<file path="config.mk">
export PLATFORM = sky130hd
export DESIGN_NAME = cond_logic_pred
export DESIGN_NICKNAME = d
export VERILOG_FILES = /design/src/rtl/cond_pkg.sv /design/src/rtl/cond_eval_nzcv.sv /design/src/rtl/cond_logic_pred.sv
export SDC_FILE = /design/constraint.sdc
export NUM_CORES = 1
export LEC_CHECK = 0
export ABC_AREA = 0
export CAP_MARGIN = 25
export CORE_MARGIN = 4
export CORE_UTILIZATION = 48
export DETAILED_ROUTE_END_ITERATION = 12
export PLACE_DENSITY_LB_ADDON = 0.08
export SETUP_SLACK_MARGIN = 0.4
export SLEW_MARGIN = 20
export SYNTH_ARGS = -nofsm -noshare
export SYNTH_HDL_FRONTEND = slang
export SYNTH_HIERARCHICAL = 1
export SYNTH_SLANG_ARGS = --single-unit
</file>
<file path="constraint.sdc">
create_clock -name clk -period 6.6 [get_ports clk]
set_input_delay 0.66 -clock clk [delete_from_list [all_inputs] [get_ports clk]]
set_output_delay 0.66 -clock clk [all_outputs]
set_load 0.1 [all_outputs]
</file>
<file path="src/rtl/cond_pkg.sv">
// rtl/cond_pkg.sv - shared condition-code, flag-index and predicate-state definitions
package cond_pkg;

    typedef enum logic [3:0] {
        EQ = 4'h0, NE = 4'h1, CS = 4'h2, CC = 4'h3,
        MI = 4'h4, PL = 4'h5, VS = 4'h6, VC = 4'h7,
        HI = 4'h8, LS = 4'h9, GE = 4'hA, LT = 4'hB,
        GT = 4'hC, LE = 4'hD, AL = 4'hE, NV = 4'hF
    } cond_e;

    typedef enum logic {
        P_IDLE = 1'b0,
        P_PRED = 1'b1
    } pred_state_e;

    localparam int N_IDX = 3;
    localparam int Z_IDX = 2;
    localparam int C_IDX = 1;
    localparam int V_IDX = 0;

    localparam int FW_NZ = 1;
    localparam int FW_CV = 0;

endpackage

</file>
<file path="src/rtl/cond_eval_nzcv.sv">
// rtl/cond_eval_nzcv.sv - combinational ARM condition-code evaluator against an NZCV nibble
import cond_pkg::*;

module cond_eval_nzcv (
    input  logic [3:0] cond_i,
    input  logic [3:0] flags_i,
    output logic       ok_o
);

    logic n, z, c, v;

    assign n = flags_i[N_IDX];
    assign z = flags_i[Z_IDX];
    assign c = flags_i[C_IDX];
    assign v = flags_i[V_IDX];

    always_comb begin
        ok_o = 1'b0;
        case (cond_e'(cond_i))
            EQ: ok_o = z;
            NE: ok_o = ~z;
            CS: ok_o = c;
            CC: ok_o = ~c;
            MI: ok_o = n;
            PL: ok_o = ~n;
            VS: ok_o = v;
            VC: ok_o = ~v;
            HI: ok_o = c & ~z;
            LS: ok_o = ~c | z;
            GE: ok_o = (n == v);
            LT: ok_o = (n != v);
            GT: ok_o = ~z & (n == v);
            LE: ok_o = z | (n != v);
            AL: ok_o = 1'b1;
            NV: ok_o = 1'b0;
        endcase
    end

endmodule

</file>
<file path="src/rtl/cond_logic_pred.sv">
// rtl/cond_logic_pred.sv - NZCV flag register, condition gating and predicated-block counter
import cond_pkg::*;

module cond_logic_pred #(
    parameter int NUM_WR   = 2,
    parameter int PRED_MAX = 4,
    parameter int CNT_W    = $clog2(PRED_MAX + 1)
) (
    input  logic              clk,
    input  logic              reset,
    input  logic              valid_e,
    input  logic [3:0]        cond,
    input  logic [1:0]        flag_write,
    input  logic [3:0]        alu_flags,
    input  logic [NUM_WR-1:0] wr_en,
    input  logic              no_write,
    input  logic              pc_src,
    input  logic              branch_e,
    input  logic              pred_start,
    input  logic [CNT_W-1:0]  pred_len,
    input  logic [3:0]        pred_cond,
    output logic [NUM_WR-1:0] wr_en_p,
    output logic              pc_src_p,
    output logic              branch_taken,
    output logic              cond_ex,
    output logic [3:0]        flags_q,
    output logic              pred_active
);

    localparam logic [CNT_W-1:0] PRED_MAX_C = CNT_W'(PRED_MAX);

    pred_state_e      state_q, state_d;
    logic [CNT_W-1:0] count_q, count_d;
    logic [3:0]       pred_cond_q, pred_cond_d;
    logic [3:0]       flags_d;
    logic             own_ok, pred_eval_ok, pred_ok;

    cond_eval_nzcv u_own_eval (
        .cond_i  (cond),
        .flags_i (flags_q),
        .ok_o    (own_ok)
    );

    cond_eval_nzcv u_pred_eval (
        .cond_i  (pred_cond_q),
        .flags_i (flags_q),
        .ok_o    (pred_eval_ok)
    );

    assign pred_active = (count_q != '0);
    assign pred_ok     = ~pred_active | pred_eval_ok;
    // Folding reset into cond_ex forces every gated output low while reset is held.
    assign cond_ex     = reset & valid_e & own_ok & pred_ok;

    always_comb begin
        wr_en_p      = wr_en & {NUM_WR{cond_ex}};
        wr_en_p[0]   = wr_en_p[0] & ~no_write;
        pc_src_p     = pc_src & cond_ex;
        branch_taken = branch_e & cond_ex;
    end

    always_comb begin
        flags_d = flags_q;
        if (cond_ex && flag_write[FW_NZ]) begin
            flags_d[N_IDX] = alu_flags[N_IDX];
            flags_d[Z_IDX] = alu_flags[Z_IDX];
        end
        if (cond_ex && flag_write[FW_CV]) begin
            flags_d[C_IDX] = alu_flags[C_IDX];
            flags_d[V_IDX] = alu_flags[V_IDX];
        end
    end

    always_comb begin
        state_d     = state_q;
        count_d     = count_q;
        pred_cond_d = pred_cond_q;
        case (state_q)
            P_IDLE: begin
                if (cond_ex && pred_start && (pred_len != '0)) begin
                    state_d     = P_PRED;
                    count_d     = (pred_len > PRED_MAX_C) ? PRED_MAX_C : pred_len;
                    pred_cond_d = pred_cond;
                end
            end
            P_PRED: begin
                // Members consume a slot whether or not they execute; a taken branch abandons the block.
                if (branch_taken) begin
                    count_d = '0;
                end else if (valid_e) begin
                    count_d = count_q - CNT_W'(1);
                end
                if (count_d == '0) begin
                    state_d = P_IDLE;
                end
            end
            default: state_d = P_IDLE;
        endcase
    end

    always_ff @(posedge clk) begin
        if (!reset) begin
            state_q     <= P_IDLE;
            count_q     <= '0;
            pred_cond_q <= AL;
            flags_q     <= 4'b0000;
        end else begin
            state_q     <= state_d;
            count_q     <= count_d;
            pred_cond_q <= pred_cond_d;
            flags_q     <= flags_d;
        end
    end

endmodule
</file>
==> results.toml, run 1 <==
[outcome]
status = "complete, no violations"

[power]
p_int_uw = 137
fin_total_pwr_uw = 207
vdd_drop_max_uv = 135
p_switching_uw = 70.1
power.share.sequential = 0.378
pwr-share-clk = 0.291
combPwrFrac = 0.331
swShare = 0.338
p_leak_nw = 0.537
p_per_area_mw_per_mm2 = 148

[worst_setup_path]
crit_path_cell_trace = "clkdlybuf4s50_1, nor2b_1, a211oi_1, a2111oi_1, a311oi_1, o22ai_1, and3_2, o21ai_4, inv_2, and2_1, clkdlybuf4s50_1"
critPathCaptureType = "primary output"
cp_max_fo = 12
slowest_delay_ns = 1.14
crit_path_frequent_cell = "clkdlybuf4s50_1"
crit_type = "input port to primary output"
startpoint_type = "input port"
slowest_stage = "clkdlybuf4s50_1"
r2r-end = "count_q[1]"
r2r_start = "flags_q[0]"
cp_data_required_time_ns = 5.94
r2r_cells = 7
ff2ff_setup_slack_ns = 3.93
path_buf_inv = 3
crit_arrival_ns = 4.06
startpoint = "cond[0]"
critical-path-top-delay-family = "buffers and inverters"

[clock_network]
cts.htree.levels = 1
cts_tree = "done"
clock_path_buffers = 2
path_clk_slew_ns = 0.08
numCtsBuffers = 3
clkSinkCount = 12
root_buffer = "clkbuf_4"
cts_setup_buffers = 0
postCtsResizedCells = 0
insertion_delay_ns = 0.27
hold_buffers = 0

[grt]
antenna_found_initial = 0
grt_pass1_wl_mm = 4.39
grt_pass1_vias = 994
grt_max_degree = 14
grt_usage = 0.205
grt_overflow = 0

[sta]
setup_viol_count_final = 0
tightestPinTransition_ns = 0.984
hold_slack_ns = 0.541
rsz0062_at_grt = "false"
final.setup.tns_ns = 0
maxSlewHeadroom = 0.342
final-max-slew-violation-count = 0
hold_violations = 0
period_needed_ns = 4.72
finClkSkew_ns = 0.00109
fin_crit_sh = 0.715
fmaxAchievable_mhz = 212

[routing]
post-route-drc-count = 0
ant_nets = 0
via_per_inst = 5.64
routed_wirelength_mm = 2.67
drtIter0Drc = 26
wl_per_cell_um = 14.1
dr.pass1.iters = 4
vias = 1071

[floorplan]
coreArea_mm2 = 0.00198
rows = 16
dieArea_mm2 = 0.00292
die_y_um = 54.0
num_io_pins = 36
dieWidth_um = 54.0
start_util = 0.513

[final_layout]
final_nets = 192
syn_to_final_growth_pct = 37.1
drive_gt1_frac = 0.0613
diodes = 0

[worst_hold_path]
holdPathEnd = "count_q[1]"
worstHoldStart = "count_q[1]"
hold_class = "flip-flop to flip-flop"
whs_path_depth = 1

[synth]
ys_seq_elements = 12
synth_seq_area_share = 0.236
ys_async_sr_fraction = 0
netlist_top_cells_area = "dfxtp_1 (24%), xor2_1 (6.9%), a21oi_1 (5.4%)"
synth_nets = 159
syn_avg_cell_area_um2 = 7.77
yosysUniqueCellTypes = 41
synth_cells = 131
synth_edf_count = 0
synth_top_area_frac = 0.236
ys.warnings.count = 6
synth_top_cell_by_area = "dfxtp_1"
synth.cell_area_mm2 = 0.00102
dominantRegCellSynth = "dfxtp_1"

[placed_design]
gp_congestion = 0.869
portBuffers = 35
hpwl_mm = 2.16

[run]
drv_cap = 0
-- synth_stat cells, drive strengths merged (2+ instances only) --
cell type,number
nor2,5
mux2i,2
o21ai,6
or2,2
o211ai,4
o22ai,2
nor2b,4
inv,7
a311oi,2
o31a,2
xnor2,2
dfxtp,12
a211oi,3
nor4b,2
nand3,8
buf,4
a221o,2
nand2b,2
a21boi,5
o22a,2
and2,3
nor3,6
ha,2
a21oi,11
nand2,12
a2111oi,2
clkbuf,3
xor2,8
-- area by class of cell --
| type | instances | area [um2] |
|---|---|---|
| Tap cell | 27 | 33.8 |
| Clock buffer | 4 | 36.3 |
| Sequential cell | 12 | 240 |
| Inverter | 7 | 26.3 |
| Timing Repair Buffer | 35 | 350 |
| Multi-Input combinational cell | 105 | 708 |
| Fill cell | 162 | 587 |
-- stage by stage --
stage / instances / util / setup slack (ns) / instance area (um2)
6_report: 190 / 0.704 / 1.88 / 1400
5_1_grt: 190 / 0.704 / 1.67 / 1400
4_1_cts: 190 / 0.704 / 1.88 / 1400
3_5_place_dp: 186 / 0.686 / 1.87 / 1360
3_3_place_gp: 186 / 0.686 / 2.09 / 1360
2_1_floorplan: 131 / - / 1.31 / 1020
-- sequential cells by signal (all words and copies together) (netlist names) --
register,count
flags_q,4
pred_cond_q,4
count_q,3
state_q,1
-- power by group through the flow --
stage | combinational [mW] | sequential (mW) | clock (mW)
final | 0.0685 | 0.0784 | 0.0603
after global routing | 0.0736 | 0.0790 | 0.0637
after global placement | 0.0664 | 0.0799 | 0
after CTS | 0.0686 | 0.0783 | 0.0605
after floorplan | 0.0410 | 0.0823 | 0
after detailed placement | 0.0683 | 0.0800 | 0
-- cells by family (layout without fill, tap and decap cells) --
family / count (synthesis) / after routing / synth area share
flip-flops: 12 / 12 / 0.236
XOR/XNOR: 10 / 10 / 0.0861
adder cells (fa/ha/maj): 2 / 2 / 0.0246
multiplexers: 2 / 2 / 0.0197
AND/OR/NAND/NOR: 48 / 48 / 0.252
AO/OA/AOI/OAI: 43 / 43 / 0.314
buffers and inverters: 14 / 46 / 0.0676
-- per-layer routing --
layer	share of wire	global-route usage	wire length, um	up-vias
li1	-	-	-	547
met1	0.40	0.220	1070	491
met2	0.55	0.413	1460	29
met3	0.044	0.0249	117	4
met4	0.010	0.0498	27	0
met5	0	0	0	-
-- cells in the final DEF (no fill, tap or decap), types with 2 or more instances in the layout --
| cell | n |
|---|---|
| a311oi_1 | 2 |
| xor2_1 | 8 |
| o22ai_1 | 2 |
| nand3_1 | 8 |
| dfxtp_1 | 12 |
| a21oi_1 | 11 |
| a2111oi_1 | 2 |
| o31a_1 | 2 |
| nand2_1 | 12 |
| o21ai_1 | 3 |
| nor2_1 | 5 |
| a211oi_1 | 3 |
| o211ai_1 | 4 |
| ha_1 | 2 |
| and2_1 | 3 |
| clkdlybuf4s50_1 | 35 |
| inv_1 | 6 |
| o22a_1 | 2 |
| nor2b_1 | 3 |
| nor4b_1 | 2 |
| o21ai_0 | 2 |
| mux2i_1 | 2 |
| clkbuf_4 | 3 |
| a21boi_1 | 5 |
| a221o_1 | 2 |
| nor3_1 | 6 |
| nand2b_1 | 2 |
| xnor2_1 | 2 |
-- how the worst max path moves through the flow --
stage                               to  slack, ns  depth (start not counted)
after floorplan             wr_en_p[0]       1.31                          7
after global routing        wr_en_p[1]       1.67                         11
after CTS                   wr_en_p[1]       1.88                         11
after detailed placement    wr_en_p[1]       1.87                         11
after global placement    branch_taken       2.09                         11
final                       wr_en_p[1]       1.88                         11
Note: power is estimated with default switching activity, not from simulation.
==> run 2, diff against run 1 <==
- CORE_UTILIZATION: 48 -> 44
- clock period: 6.6 -> 4.87 ns (I/O delays scaled with it)
==> run 2 against run 1 <==
Final cell count rose by 0.53%. Flip-flop and latch count did not move. Wire length rose by 0.97%. Hold slack improved by 0.013 ns. Critical endpoint unchanged.
==> results.toml, run 2 (synthesized netlist as in run 1, its figures left out) <==
[outcome]
status = "complete, no violations"

[floorplan]
dieArea_mm2 = 0.00314
dieWidth_um = 56.1
die_y_um = 56.1
coreArea_mm2 = 0.00221
rows = 17
num_io_pins = 36
start_util = 0.460

[worst_hold_path]
holdPathEnd = "flags_q[3]"
whs_path_depth = 2
hold_class = "flip-flop to flip-flop"
worstHoldStart = "flags_q[3]"

[sta]
period_needed_ns = 3.44
maxSlewHeadroom = 0.343
tightestPinTransition_ns = 0.983
fmaxAchievable_mhz = 291
final-max-slew-violation-count = 0
rsz0062_at_grt = "false"
hold_violations = 0
fin_crit_sh = 0.706
setup_viol_count_final = 0
finClkSkew_ns = 0.00679
final.setup.tns_ns = 0

[worst_setup_path]
critPathCaptureType = "primary output"
cp_max_fo = 12
startpoint_type = "input port"
crit_arrival_ns = 2.95
r2r_cells = 7
r2r_start = "flags_q[0]"
r2r-end = "count_q[1]"
cp_data_required_time_ns = 4.38
crit_type = "input port to primary output"
ff2ff_setup_slack_ns = 2.16

[run]
drv_cap = 0

[grt]
use_met3 = 0.0325
grt_overflow = 0
antenna_found_initial = 0
grt_usage = 0.164
grt_pass1_wl_mm = 4.20
grtUsageMet2 = 0.319
grtUsageMet1 = 0.170
grt_max_degree = 14
grt.busiest_layer = "met2"
grt_pass1_vias = 1031

[clock_network]
postCtsResizedCells = 0
hold_buffers = 0
insertion_delay_ns = 0.28
clkSinkCount = 12
cts_tree = "done"
root_buffer = "clkbuf_4"
numCtsBuffers = 3
path_clk_slew_ns = 0.07
clock_path_buffers = 2
cts_setup_buffers = 0
cts.htree.levels = 1

[final_layout]
layout_top_registers = "flags_q (4), pred_cond_q (4), count_q (3)"
final_nets = 192
layout.filler_cells = 212
syn_to_final_growth_pct = 36.5
final_cell_mix = "clkdlybuf4s50_1 (30), nand2_1 (12), dfxtp_1 (12), a21oi_1 (11)"
drive_gt1_frac = 0.0982
final_common_cell = "clkdlybuf4s50_1"
diodes = 0

[placed_design]
hpwl_mm = 2.12
portBuffers = 35
gp_congestion = 0.829

[routing]
drtIter0Drc = 27
ant_nets = 0
via_per_inst = 5.81
post-route-drc-count = 0
dr.pass1.iters = 4
vias = 1109
routed_wirelength_mm = 2.70
wl_per_cell_um = 14.1

[power]
vdd_drop_max_uv = 211
p_leak_nw = 0.548
fin_total_pwr_uw = 278
p_per_area_mw_per_mm2 = 200
run 2: cell types whose count changed in the layout (fill, tap and decap cells not counted):
cell,before,now
buf_4,0,5
nor3b_1,1,0
clkdlybuf4s50_1,35,30
nor3b_2,0,1
run 2: through the flow:
stage | instance area, um2 | std cells | hold slack, ns | util | setup slack (ns)
after floorplan | 1020 | 131 | 0.466 | - | 0.746
after global placement | 1350 | 187 | 0.528 | 0.611 | 1.54
after detailed placement | 1350 | 187 | 0.544 | 0.611 | 1.44
after CTS | 1390 | 191 | 0.556 | 0.628 | 1.43
after global routing | 1390 | 191 | 0.585 | 0.628 | 1.23
final | 1390 | 191 | 0.553 | 0.628 | 1.43
run 2: worst max-delay path: stages:
cell and delay (ns):
clkdlybuf4s50_1 0.64, nor2b_1 0.18, a211oi_1 0.06, a2111oi_1 0.38, a311oi_1 0.08, o22ai_1 0.13, and3_2 0.28, o21ai_4 0.09
inv_2 0.18, and2_1 0.16, buf_4 0.28
run 2: worst max path at each step:
stage	endpoint	from	depth (start not counted)	slack (ns)
floorplan	wr_en_p[0]	flags_q[3]	7	0.75
global placement	branch_taken	cond[0]	11	1.54
detailed placement	wr_en_p[1]	cond[0]	11	1.44
CTS	wr_en_p[1]	cond[0]	11	1.43
global route	wr_en_p[1]	cond[0]	11	1.23
finish	wr_en_p[1]	cond[0]	11	1.43
run 2: final cells by class:
class / instances / area [um2] / share of cell area
inverters: 7 / 26.3 / 0.0189
clock buffers: 4 / 36.3 / 0.0261
well taps: 28 / 35.0 / 0.0252
flip-flops and latches: 12 / 240 / 0.173
repair buffers: 35 / 338 / 0.243
multi-input cells: 105 / 713 / 0.514
run 2: per-layer routing:
metal / share of wire / wire length (um)
met1: 0.39 / 1060
met2: 0.53 / 1440
met3: 0.056 / 150
met4: 0.016 / 44
met5: 0 / 0
run 2: power breakdown:
part / leakage (nW) / switching, mW / total, mW / internal (mW)
registers: 0.0972 / 0.00535 / 0.106 / 0.101
logic: 0.430 / 0.0536 / 0.0925 / 0.0389
clock network: 0.0210 / 0.0338 / 0.0793 / 0.0455
